**config.mk**
```make
export PLATFORM = sky130hd
export DESIGN_NAME = dir_input_queue_flat
export DESIGN_NICKNAME = d
export VERILOG_FILES = /design/src/rtl/snake_pkg.sv /design/src/rtl/dir_input_queue_if.sv /design/src/rtl/key_debounce.sv /design/src/rtl/dir_input_queue.sv /design/src/flat_wrapper.sv
export SDC_FILE = /design/constraint.sdc
export NUM_CORES = 1
export LEC_CHECK = 0
export CORE_ASPECT_RATIO = 1.25
export CORE_MARGIN = 1.5
export CORE_UTILIZATION = 65
export DETAILED_ROUTE_END_ITERATION = 7
export PLACE_DENSITY_LB_ADDON = 0.08
export SYNTH_ARGS = -nofsm -noshare
export SYNTH_HDL_FRONTEND = slang
export SYNTH_SLANG_ARGS = --single-unit
```
**constraint.sdc**
```tcl
create_clock -name clk -period 7.05 [get_ports clk]
set_clock_uncertainty 0.05 [all_clocks]
set_input_delay 1.41 -clock clk [delete_from_list [all_inputs] [get_ports clk]]
set_output_delay 1.41 -clock clk [all_outputs]
set_load 0.02 [all_outputs]
```
**src/rtl/snake_pkg.sv**
```systemverilog
// ---------------------------------------------------------------------------
// snake_pkg
// Purpose : shared direction encoding for the snake game input path.
//           One-hot directions use the keys_n bit mapping:
//           bit3 up, bit2 down, bit1 left, bit0 right.
// Contents: dir_t, DIR_* constants, DIR_RESET, dir_evt_t event payload,
//           key_state_t debouncer states, opposite_dir() helper.
// ---------------------------------------------------------------------------
package snake_pkg;

   typedef logic [3:0] dir_t;

   localparam dir_t DIR_UP    = 4'b1000;
   localparam dir_t DIR_DOWN  = 4'b0100;
   localparam dir_t DIR_LEFT  = 4'b0010;
   localparam dir_t DIR_RIGHT = 4'b0001;
   localparam dir_t DIR_RESET = DIR_RIGHT;

   // A collapsed press event from the four debouncers
   typedef struct packed {
      logic valid;
      dir_t dir;
   } dir_evt_t;

   // UNARMED: after reset, waits for a stable release before any press counts
   typedef enum logic [1:0] {
      KEY_UNARMED  = 2'd0,
      KEY_RELEASED = 2'd1,
      KEY_PRESSED  = 2'd2
   } key_state_t;

   // Opposite direction; a non-one-hot input maps to zero so it never matches
   function automatic dir_t opposite_dir(input dir_t d);
      dir_t r;
      case (d)
         DIR_UP:    r = DIR_DOWN;
         DIR_DOWN:  r = DIR_UP;
         DIR_LEFT:  r = DIR_RIGHT;
         DIR_RIGHT: r = DIR_LEFT;
         default:   r = '0;
      endcase
      return r;
   endfunction

endpackage

```
**src/rtl/dir_input_queue_if.sv**
```systemverilog
// ---------------------------------------------------------------------------
// dir_input_queue_if
// Purpose : bundles the key inputs, game tick and direction outputs of
//           dir_input_queue.
// Signals : keys_n[3:0]  raw active-low pushbuttons (up,down,left,right)
//           tick         one-cycle game-step pulse
//           dir[3:0]     current one-hot direction
//           dir_changed  pulse after dir takes a new value
//           pending      number of queued turns
//           dropped      pulse when a press event is discarded
// Modports: master (drives keys/tick), slave (the queue block)
// ---------------------------------------------------------------------------
interface dir_input_queue_if
   import snake_pkg::*;
#(
   parameter int unsigned QUEUE_DEPTH = 4
);
   localparam int unsigned PEND_W = $clog2(QUEUE_DEPTH + 1);

   logic [3:0]        keys_n;
   logic              tick;
   dir_t              dir;
   logic              dir_changed;
   logic [PEND_W-1:0] pending;
   logic              dropped;

   modport master (
      output keys_n, tick,
      input  dir, dir_changed, pending, dropped
   );

   modport slave (
      input  keys_n, tick,
      output dir, dir_changed, pending, dropped
   );

endinterface

```
**src/rtl/key_debounce.sv**
```systemverilog
// ---------------------------------------------------------------------------
// key_debounce
// Purpose : one pushbutton: 2-flop synchronizer, inversion, debounce counter
//           and press-edge detection.
// Ports   : clk, rst        clock, async active-high reset
//           i_key_n         raw active-low key
//           o_press         one-cycle pulse on an accepted release->press
// A key held through reset is ignored until it has been seen released for
// DEBOUNCE_CYCLES samples. The synchronizer resets to "released" and can
// contribute at most two released samples, so DEBOUNCE_CYCLES must be >= 3.
// ---------------------------------------------------------------------------
module key_debounce
   import snake_pkg::*;
#(
   parameter int unsigned DEBOUNCE_CYCLES = 250000
) (
   input  logic clk,
   input  logic rst,
   input  logic i_key_n,
   output logic o_press
);
   localparam int unsigned CNT_W = (DEBOUNCE_CYCLES > 1) ? $clog2(DEBOUNCE_CYCLES) : 1;
   localparam logic [CNT_W-1:0] CNT_MAX = CNT_W'(DEBOUNCE_CYCLES - 1);

   logic             r_sync1;
   logic             r_sync2;
   key_state_t       r_state;
   logic [CNT_W-1:0] r_cnt;
   logic             r_press;

   logic             w_sample;
   key_state_t       w_state_nxt;
   logic [CNT_W-1:0] w_cnt_nxt;
   logic             w_press_nxt;

   // Synchronizer, reset to the released level
   always_ff @(posedge clk or posedge rst) begin
      if (rst) begin
         r_sync1 <= 1'b1;
         r_sync2 <= 1'b1;
      end else begin
         r_sync1 <= i_key_n;
         r_sync2 <= r_sync1;
      end
   end

   assign w_sample = ~r_sync2;

   // State and counter registers
   always_ff @(posedge clk or posedge rst) begin
      if (rst) begin
         r_state <= KEY_UNARMED;
         r_cnt   <= '0;
         r_press <= 1'b0;
      end else begin
         r_state <= w_state_nxt;
         r_cnt   <= w_cnt_nxt;
         r_press <= w_press_nxt;
      end
   end

   // Counter runs while the sample differs from the accepted level, clears otherwise
   always_comb begin
      w_state_nxt = r_state;
      w_cnt_nxt   = '0;
      w_press_nxt = 1'b0;
      case (r_state)
         KEY_UNARMED: begin
            if (!w_sample) begin
               if (r_cnt == CNT_MAX) w_state_nxt = KEY_RELEASED;
               else                  w_cnt_nxt   = CNT_W'(r_cnt + 1'b1);
            end
         end
         KEY_RELEASED: begin
            if (w_sample) begin
               if (r_cnt == CNT_MAX) begin
                  w_state_nxt = KEY_PRESSED;
                  w_press_nxt = 1'b1;
               end else begin
                  w_cnt_nxt = CNT_W'(r_cnt + 1'b1);
               end
            end
         end
         KEY_PRESSED: begin
            if (!w_sample) begin
               if (r_cnt == CNT_MAX) w_state_nxt = KEY_RELEASED;
               else                  w_cnt_nxt   = CNT_W'(r_cnt + 1'b1);
            end
         end
         default: w_state_nxt = KEY_UNARMED;
      endcase
   end

   assign o_press = r_press;

endmodule

```
**src/rtl/dir_input_queue.sv**
```systemverilog
// ---------------------------------------------------------------------------
// dir_input_queue
// Purpose : debounces four direction keys, collapses simultaneous presses
//           (up > down > left > right), queues accepted turns and applies
//           the oldest one to dir on each game tick.
// Ports   : clk, rst  clock, async active-high reset
//           bus       dir_input_queue_if.slave (keys_n, tick, dir,
//                     dir_changed, pending, dropped)
// Params  : DEBOUNCE_CYCLES (>= 3), QUEUE_DEPTH (power of two, 2..16)
// Config  : DIR_REVERSE_BLOCK_EN defined -> presses opposite to the newest
//           reference direction are dropped as well.
// ---------------------------------------------------------------------------
module dir_input_queue
   import snake_pkg::*;
#(
   parameter int unsigned DEBOUNCE_CYCLES = 250000,
   parameter int unsigned QUEUE_DEPTH     = 4
) (
   input logic              clk,
   input logic              rst,
   dir_input_queue_if.slave bus
);
   localparam int unsigned PTR_W  = $clog2(QUEUE_DEPTH);
   localparam int unsigned PEND_W = $clog2(QUEUE_DEPTH + 1);

   logic [3:0]        w_press;
   dir_evt_t          w_evt;
   dir_t              w_ref;
   logic              w_full;
   logic              w_pop;
   logic              w_reject;
   logic              w_push;
   logic              w_drop;

   dir_t              r_mem [QUEUE_DEPTH];
   logic [PTR_W-1:0]  r_wr_ptr;
   logic [PTR_W-1:0]  r_rd_ptr;
   logic [PEND_W-1:0] r_count;
   dir_t              r_dir;
   logic              r_dir_changed;
   logic              r_dropped;

   // One debouncer per key
   for (genvar g = 0; g < 4; g++) begin : g_key
      key_debounce #(
         .DEBOUNCE_CYCLES (DEBOUNCE_CYCLES)
      ) u_key (
         .clk     (clk),
         .rst     (rst),
         .i_key_n (bus.keys_n[g]),
         .o_press (w_press[g])
      );
   end

   // Priority collapse of simultaneous presses
   always_comb begin
      w_evt = '0;
      if (w_press[3]) begin
         w_evt.valid = 1'b1;
         w_evt.dir   = DIR_UP;
      end else if (w_press[2]) begin
         w_evt.valid = 1'b1;
         w_evt.dir   = DIR_DOWN;
      end else if (w_press[1]) begin
         w_evt.valid = 1'b1;
         w_evt.dir   = DIR_LEFT;
      end else if (w_press[0]) begin
         w_evt.valid = 1'b1;
         w_evt.dir   = DIR_RIGHT;
      end
   end

   // Compare against the newest queued turn, or dir when nothing is queued
   assign w_ref  = (r_count != '0) ? r_mem[PTR_W'(r_wr_ptr - 1'b1)] : r_dir;
   assign w_full = (r_count == PEND_W'(QUEUE_DEPTH));
   // Pop only what was queued before this edge, so a same-cycle push waits a tick
   assign w_pop  = bus.tick && (r_count != '0);

`ifdef DIR_REVERSE_BLOCK_EN
   assign w_reject = (w_evt.dir == w_ref) || (w_full && !bus.tick) ||
                     (w_evt.dir == opposite_dir(w_ref));
`else
   assign w_reject = (w_evt.dir == w_ref) || (w_full && !bus.tick);
`endif

   assign w_push = w_evt.valid && !w_reject;
   assign w_drop = w_evt.valid &&  w_reject;

   // Turn FIFO and applied direction; a full queue with tick swaps one slot
   always_ff @(posedge clk or posedge rst) begin
      if (rst) begin
         for (int i = 0; i < int'(QUEUE_DEPTH); i++) r_mem[i] <= DIR_RESET;
         r_wr_ptr      <= '0;
         r_rd_ptr      <= '0;
         r_count       <= '0;
         r_dir         <= DIR_RESET;
         r_dir_changed <= 1'b0;
         r_dropped     <= 1'b0;
      end else begin
         if (w_push) begin
            r_mem[r_wr_ptr] <= w_evt.dir;
            r_wr_ptr        <= PTR_W'(r_wr_ptr + 1'b1);
         end
         if (w_pop) begin
            r_dir    <= r_mem[r_rd_ptr];
            r_rd_ptr <= PTR_W'(r_rd_ptr + 1'b1);
         end
         case ({w_push, w_pop})
            2'b10:   r_count <= PEND_W'(r_count + 1'b1);
            2'b01:   r_count <= PEND_W'(r_count - 1'b1);
            default: r_count <= r_count;
         endcase
         r_dir_changed <= w_pop;
         r_dropped     <= w_drop;
      end
   end

   assign bus.dir         = r_dir;
   assign bus.dir_changed = r_dir_changed;
   assign bus.pending     = r_count;
   assign bus.dropped     = r_dropped;

endmodule

```
**src/flat_wrapper.sv**
```systemverilog
// flat-port wrapper written by rule: the top's interface ports become plain ports
module dir_input_queue_flat import snake_pkg::*;
#(
   parameter int unsigned DEBOUNCE_CYCLES = 250000,
   parameter int unsigned QUEUE_DEPTH     = 4
)
  (clk, rst, bus_keys_n, bus_tick, bus_dir, bus_dir_changed, bus_pending, bus_dropped);
  dir_input_queue_if #(.QUEUE_DEPTH(QUEUE_DEPTH)) bus_i ();
  input logic clk;
  input logic rst;
  input wire logic [$bits(bus_i.keys_n)-1:0] bus_keys_n;
  input wire logic [$bits(bus_i.tick)-1:0] bus_tick;
  output wire logic [$bits(bus_i.dir)-1:0] bus_dir;
  output wire logic [$bits(bus_i.dir_changed)-1:0] bus_dir_changed;
  output wire logic [$bits(bus_i.pending)-1:0] bus_pending;
  output wire logic [$bits(bus_i.dropped)-1:0] bus_dropped;
  assign bus_i.keys_n = bus_keys_n;
  assign bus_i.tick = bus_tick;
  assign bus_dir = bus_i.dir;
  assign bus_dir_changed = bus_i.dir_changed;
  assign bus_pending = bus_i.pending;
  assign bus_dropped = bus_i.dropped;
  dir_input_queue #(.DEBOUNCE_CYCLES(DEBOUNCE_CYCLES), .QUEUE_DEPTH(QUEUE_DEPTH)) u_core (.clk(clk), .rst(rst), .bus(bus_i));
endmodule
```
==> flow_metrics.env, run 1 <==
export IMPL_fmax_mhz=251
export IMPL_status="finished, final reports clean"
export IMPL_post_route_util_pct=75.8
export IMPL_gp_congestion=0.854
export IMPL_layoutNonFillerInstCount=681
export IMPL_intPower_uw=1300
export IMPL_synth_area_um2=5720
export IMPL_tightest_slew_ns=1.21
export IMPL_dr_pass1_iters=5
export IMPL_cts_buffers=17
export IMPL_num_rows=38
export IMPL_pwr_share_seq_pct=45.0
export IMPL_setup_tns_ns=0
export IMPL_port_buffers=15
export IMPL_dieWidth_um=86.9
export IMPL_coreArea_um2=8610
export IMPL_grt_max_degree=67
export IMPL_worstPathArrival_ns=4.37
export IMPL_sw_frac_of_total_pct=22.8
export IMPL_n_antenna_cell=0
export IMPL_cts_resized=0
export IMPL_pwr_density_cell_nw_per_um2=258
export IMPL_die_area_um2=9370
export IMPL_async_flop_share_pct=100
export IMPL_dpl_hpwl_um=6480
export IMPL_dpl_cell_count=649
export IMPL_crit_type="reg -> reg"
export IMPL_initial_core_util_pct=66.4
export IMPL_ys_seq_elements=121
export IMPL_setup_viol=0
export IMPL_cts_root_buf="clkbuf_8"
export IMPL_clkPwrFrac_pct=46.9
export IMPL_cts_tree="yes"
export IMPL_die_height_um=108
export IMPL_routed_via_density=5.63
export IMPL_endpoint_kind="flop"
export IMPL_ys_seq_area_share_pct=53.2
export IMPL_maxSlewViolCount=0
export IMPL_drc=0
export IMPL_clock_latency_ns=0.51
export IMPL_fin_crit_ns=3.99
export IMPL_p_leak_uw=0.00285
export IMPL_clock_sinks=121
export IMPL_grt_pass1_vias=3860
export IMPL_ant_nets=0
export IMPL_pin_count=16
export IMPL_fin_crit_sh_pct=56.5
export IMPL_netlist_area_leader_share_pct=47.3
export IMPL_synth_cell_types=46
export IMPL_drive_above_1_share_pct=13.2
export IMPL_grt_pass1_wl_um=17300
export IMPL_cts_hold_buf=0
export IMPL_drv_cap=0
export IMPL_combPwrFrac_pct=8.1
export IMPL_finalHoldViolCount=0
export IMPL_cts_max_path_buffers=2
export IMPL_maxSlewHeadroom_pct=19.0
export IMPL_area_growth_pct=14.1
export IMPL_cp_max_fo=8
export IMPL_routedWlPerCell_um=14.6
export IMPL_routed_wl_um=9910
export IMPL_syn_area_per_cell_um2=11.0
export IMPL_synth_cells=522
export IMPL_antenna_found_initial=0
export IMPL_overflow=0
export IMPL_synth_area_leaders="dfrtp_1, xor2_1, nor2_1, dfstp_2, xnor2_1"
export IMPL_synth_top_area_cell="dfrtp_1"
export IMPL_htree_levels=4
export IMPL_ir_worst_vdd_mv=0.182
export IMPL_rsz0062_at_grt="no"
export IMPL_required_ns=7.44
export IMPL_yosys_warnings=0
export IMPL_grt_usage_pct=23.8
export IMPL_num_vias=3836
export IMPL_syn_num_nets=539
export IMPL_cts_clk_slew_worst_paths_ns=0.06
export IMPL_synth_edf_count=0
export IMPL_crit_path_start_kind="flop"
export IMPL_synth_main_ff_cell="dfrtp_1"
export IMPL_initialDrtViolationCount=183
export IMPL_nets=565
export IMPL_hold_path_class="reg -> reg"
export IMPL_p_sw_uw=384
export IMPL_postCtsSetupBuffers=0
[worst paths after layout]
path,start,endpoint,slack [ns],cells past startpoint
setup reg to reg,u_core.r_wr_ptr[0],u_core.bus.pending[2],3.06,13
setup / recovery,u_core.r_wr_ptr[0],u_core.bus.pending[2],3.06,13
hold / removal,u_core.g_key[0].u_key.r_sync1,u_core.g_key[0].u_key.r_sync2,0.30,0
max in group asynchronous,rst,u_core.r_mem[7],4.40,3
min in group asynchronous,rst,u_core.g_key[0].u_key.r_cnt[14],1.36,2
hold reg to reg,u_core.g_key[0].u_key.r_sync1,u_core.g_key[0].u_key.r_sync2,0.30,0
[kinds of logic after synthesis]
family / synth area share, %
flip-flops: 53.2
AO/OA/AOI/OAI: 2.21
XOR/XNOR: 11.3
adder cells (fa/ha/maj): 2.32
AND/OR/NAND/NOR: 20.3
multiplexers: 8.51
buffers and inverters: 2.06
[critical path, stage by stage, from the launching register on]
cell and delay (ns):
dfrtp_1 0.55, inv_1 0.15, ha_1 0.43, mux4_2 0.54, mux2i_1 0.19, xnor2_1 0.12, o41ai_4 0.57, or2_2 0.25
ha_1 0.18, inv_1 0.06, fa_1 0.38, xor2_1 0.15, nor2_1 0.11, xor2_1 0.16
[per-layer routing]
layer / share of wire, % / track usage (%)
met3: 3.0 / 5.98
met4: 2.0 / 10.8
met2: 51 / 39.2
met1: 43 / 29.5
met5: 0 / 0
[state kept, by name (all words and copies together) (netlist names), 3 cells and up]
signal                      cells
u_core.g_key.u_key.r_state      8
u_core.r_mem                   16
u_core.bus.dir                  4
u_core.bus.pending              3
u_core.g_key.u_key.r_sync2      4
u_core.g_key.u_key.o_press      4
u_core.g_key.u_key.r_cnt       72
u_core.g_key.u_key.r_sync1      4
[stage by stage]
step | setup slack (ns) | hold WS, ns | power (µW) | cell area, µm²
6_report | 3.06 | 0.303 | 1680 | 6520
5_1_grt | 2.83 | 0.309 | 1740 | 6520
4_1_cts | 3.05 | 0.304 | 1690 | 6520
3_5_place_dp | 3.00 | 0.299 | 905 | 5990
3_3_place_gp | 3.08 | 0.295 | 898 | 5990
2_1_floorplan | 2.40 | 0.295 | 858 | 5720
[power by group through the flow]
stage | Clock [µW] | Sequential, µW | Combinational, µW
5_1_grt | 828 | 761 | 154
4_1_cts | 799 | 757 | 138
2_1_floorplan | 0 | 765 | 93.4
6_report | 789 | 756 | 136
3_3_place_gp | 0 | 767 | 131
3_5_place_dp | 0 | 768 | 138
[Yosys cell counts, types with 2 or more instances]
master / instances
xnor2_1: 32
clkbuf_1: 7
nor3_1: 12
mux2i_1: 7
mux2_2: 16
mux4_2: 8
a21oi_1: 2
nor2b_1: 5
mux2_1: 5
nor4_1: 6
a31o_2: 2
o21ai_1: 2
and3_1: 13
xor2_1: 42
nand4_1: 12
nand3_1: 34
nand2_1: 34
o21ai_0: 6
nor2_1: 93
nor3b_1: 2
dfrtp_1: 108
or3_1: 6
inv_1: 20
dfstp_2: 13
nor3b_2: 4
and4_1: 3
ha_1: 9
[cell type report]
class	instances	area [µm²]
tap	120	150
clock inverter	5	75.1
sequential	121	3040
multi-input combinational	372	2560
fill	557	2080
timing repair buffer	16	158
inverter	20	77.6
clock buffer	27	462
[placed cells by master, fill, tap and decap left out, types with 7 or more instances in the layout]
| master | instances |
|---|---|
| mux2_2 | 16 |
| dfrtp_1 | 108 |
| clkbuf_16 | 16 |
| xnor2_1 | 32 |
| xor2_1 | 42 |
| nand2_1 | 34 |
| mux2i_1 | 7 |
| nor2_1 | 93 |
| clkdlybuf4s50_1 | 15 |
| nand4_1 | 12 |
| nand3_1 | 34 |
| nor3_1 | 12 |
| dfstp_2 | 13 |
| clkbuf_1 | 9 |
| inv_1 | 19 |
| mux4_2 | 8 |
| ha_1 | 9 |
| and3_1 | 13 |
Note: power is estimated with default switching activity, not from simulation.
==> inputs of run 2 (changes only) <==
--- a/config.mk
+++ b/config.mk
@@ -7,7 +7,7 @@
 export LEC_CHECK = 0
 export CORE_ASPECT_RATIO = 1.25
 export CORE_MARGIN = 1.5
-export CORE_UTILIZATION = 65
+export CORE_UTILIZATION = 55
 export DETAILED_ROUTE_END_ITERATION = 7
 export PLACE_DENSITY_LB_ADDON = 0.08
 export SYNTH_ARGS = -nofsm -noshare
==> constraint.sdc (replaced) <==
create_clock -name clk -period 3.5 [get_ports clk]
set_clock_uncertainty 0.05 [all_clocks]
set_input_delay 0.7 -clock clk [delete_from_list [all_inputs] [get_ports clk]]
set_output_delay 0.7 -clock clk [all_outputs]
set_load 0.02 [all_outputs]
==> flow_metrics.env, run 2 (synthesized netlist as in run 1, its figures left out) <==
export IMPL_status="finished, final reports clean"
export IMPL_final_cell_mix="dfrtp_1, nor2_1, xor2_1, nand3_1, nand2_1"
export IMPL_r2r_cells=13
export IMPL_maxSlewHeadroom_pct=43.8
export IMPL_dr_pass1_iters=4
export IMPL_intPower_uw=2840
export IMPL_pwr_density_cell_nw_per_um2=541
export IMPL_pin_count=16
export IMPL_dpl_cell_count=667
export IMPL_ant_nets=0
export IMPL_ir_worst_vdd_mv=0.341
export IMPL_grt_usage_pct=21.3
export IMPL_overflow=0
export IMPL_gp_congestion=0.774
export IMPL_crit_type="reg -> reg"
export IMPL_htree_levels=4
export IMPL_grt_pass1_wl_um=18100
export IMPL_cts_buffers=17
export IMPL_clock_sinks=121
export IMPL_clock_latency_ns=0.41
export IMPL_worstPathCellList="inv_1, ha_4, mux4_2, mux2i_4, xnor2_2, o41ai_4, or2_4, ha_1, inv_1, fa_1, xor2_1, nor2_1, xor2_1"
export IMPL_clkPwrFrac_pct=50.6
export IMPL_drc=0
export IMPL_finalHoldViolCount=0
export IMPL_dieWidth_um=94.2
export IMPL_n_antenna_cell=0
export IMPL_hp_start="u_core.g_key[1].u_key.r_sync1"
export IMPL_largest_reg_flops=72
export IMPL_slowest_stage="mux4_2"
export IMPL_min_path_cells=0
export IMPL_cp_max_fo=5
export IMPL_dpl_hpwl_um=6700
export IMPL_min_to="u_core.g_key[1].u_key.r_sync2"
export IMPL_initial_core_util_pct=56.6
export IMPL_crit_path_start_kind="flop"
export IMPL_num_vias=3933
export IMPL_p_leak_uw=0.00296
export IMPL_tightest_slew_ns=0.841
export IMPL_antenna_found_initial=0
export IMPL_initialDrtViolationCount=103
export IMPL_dp_slack_ns=-0.0510
export IMPL_layoutNonFillerInstCount=702
export IMPL_cts_max_path_buffers=2
export IMPL_grt_max_degree=39
export IMPL_sw_frac_of_total_pct=22.7
export IMPL_routed_via_density=5.60
export IMPL_fin_crit_sh_pct=96.3
export IMPL_fin_crit_ns=3.37
export IMPL_r2r_end="u_core.bus.pending[2]"
export IMPL_routedWlPerCell_um=15.1
export IMPL_endpoint_kind="flop"
export IMPL_cts_hold_buf=0
export IMPL_pwr_share_seq_pct=41.5
export IMPL_timing_rr_start="u_core.r_wr_ptr[0]"
export IMPL_port_buffers=15
export IMPL_die_height_um=117
export IMPL_setup_ws_ns=0.129
export IMPL_num_rows=41
export IMPL_reg2reg_slack_ns=0.13
export IMPL_maxSlewViolCount=0
export IMPL_required_ns=3.77
export IMPL_routed_wl_um=10600
export IMPL_p_sw_uw=832
export IMPL_cpPeakStageDelay_ns=0.53
export IMPL_coreArea_um2=10100
export IMPL_worstPathArrival_ns=3.64
export IMPL_setup_viol=0
export IMPL_drv_cap=0
export IMPL_place_area_um2=6090
export IMPL_combPwrFrac_pct=7.9
export IMPL_regMostFlops="u_core.g_key.u_key.r_cnt"
export IMPL_cts_tree="yes"
export IMPL_grt_pass1_vias=4073
export IMPL_fin_area_um2=6790
export IMPL_fmax_mhz=297
export IMPL_cts_clk_slew_worst_paths_ns=0.06
export IMPL_die_area_um2=11000
export IMPL_layout_commonest_cell="dfrtp_1"
export IMPL_nets=577
export IMPL_area_growth_pct=18.7
export IMPL_cts_root_buf="clkbuf_16"
export IMPL_hold_path_class="reg -> reg"
export IMPL_drive_above_1_share_pct=16.9
export IMPL_top_regs="u_core.g_key.u_key.r_cnt (72), u_core.r_mem (16), u_core.g_key.u_key.r_state (8)"
-- run 2: final cells by class --
class | count | area (µm²)
Clock inverter | 11 | 169
Sequential cell | 121 | 3040
Multi-Input combinational cell | 372 | 2590
Clock buffer | 21 | 470
Inverter | 20 | 78.8
Fill cell | 750 | 3320
Timing Repair Buffer | 28 | 273
Tap cell | 129 | 161
-- run 2: how the worst max path moves through the flow --
stage / start / end / slack, ns / depth (start not counted)
after global routing: u_core.r_wr_ptr[1] / u_core.bus.pending[2] / -0.02 / 13
after floorplan: u_core.r_wr_ptr[0] / u_core.bus.pending[2] / 0.11 / 14
final: u_core.r_wr_ptr[0] / u_core.bus.pending[2] / 0.13 / 13
after CTS: u_core.r_wr_ptr[1] / u_core.bus.pending[2] / 0.03 / 13
after global placement: u_core.r_wr_ptr[1] / u_core.bus.pending[2] / 0.11 / 13
after detailed placement: u_core.r_wr_ptr[1] / u_core.bus.pending[2] / -0.05 / 13
-- run 2: worst max-delay path: cells and delay by family (launching register included) --
family / cells / cell delay, ns
adder cells (fa/ha/maj): 3 / 0.86
flip-flops: 1 / 0.37
AO/OA/AOI/OAI: 1 / 0.34
AND/OR/NAND/NOR: 2 / 0.33
XOR/XNOR: 3 / 0.45
multiplexers: 2 / 0.71
buffers and inverters: 2 / 0.17
-- run 2: per-stage QoR --
stage | utilization [%] | TNS (ns) | power, µW | hold WS [ns]
after floorplan | - | 0 | 1730 | 0.295
after global placement | 60.3 | 0 | 1820 | 0.296
after detailed placement | 60.3 | -0.0510 | 1830 | 0.297
after CTS | 66.7 | 0 | 3710 | 0.305
after global routing | 67.2 | -0.0203 | 3820 | 0.308
final | 67.2 | 0 | 3670 | 0.304
-- run 2: power by group through the flow --
stage | Sequential, µW | Combinational (µW) | Clock [µW]
2_1_floorplan | 1540 | 188 | 0
3_3_place_gp | 1540 | 279 | 0
3_5_place_dp | 1550 | 284 | 0
4_1_cts | 1520 | 290 | 1900
5_1_grt | 1530 | 323 | 1960
6_report | 1520 | 289 | 1860
-- run 2: repair_timing --
action,in CTS,in global routing
endpoints found under the setup margin,1,1
buffers inserted,1,2
pin swaps,1,2
gates resized for setup,0,6
endpoints found under the hold margin,0,0
-- run 2: metal layers --
metal  routed length, µm  GRT usage (%)  up-vias  part of all wire, %
li1                    -              -     1852                    -
met1                4590           25.2     1973                   43
met2                5420           36.5       78                   51
met3                 295           4.84       30                  2.8
met4                 303           10.5        0                  2.9
met5                   0              0        -                    0
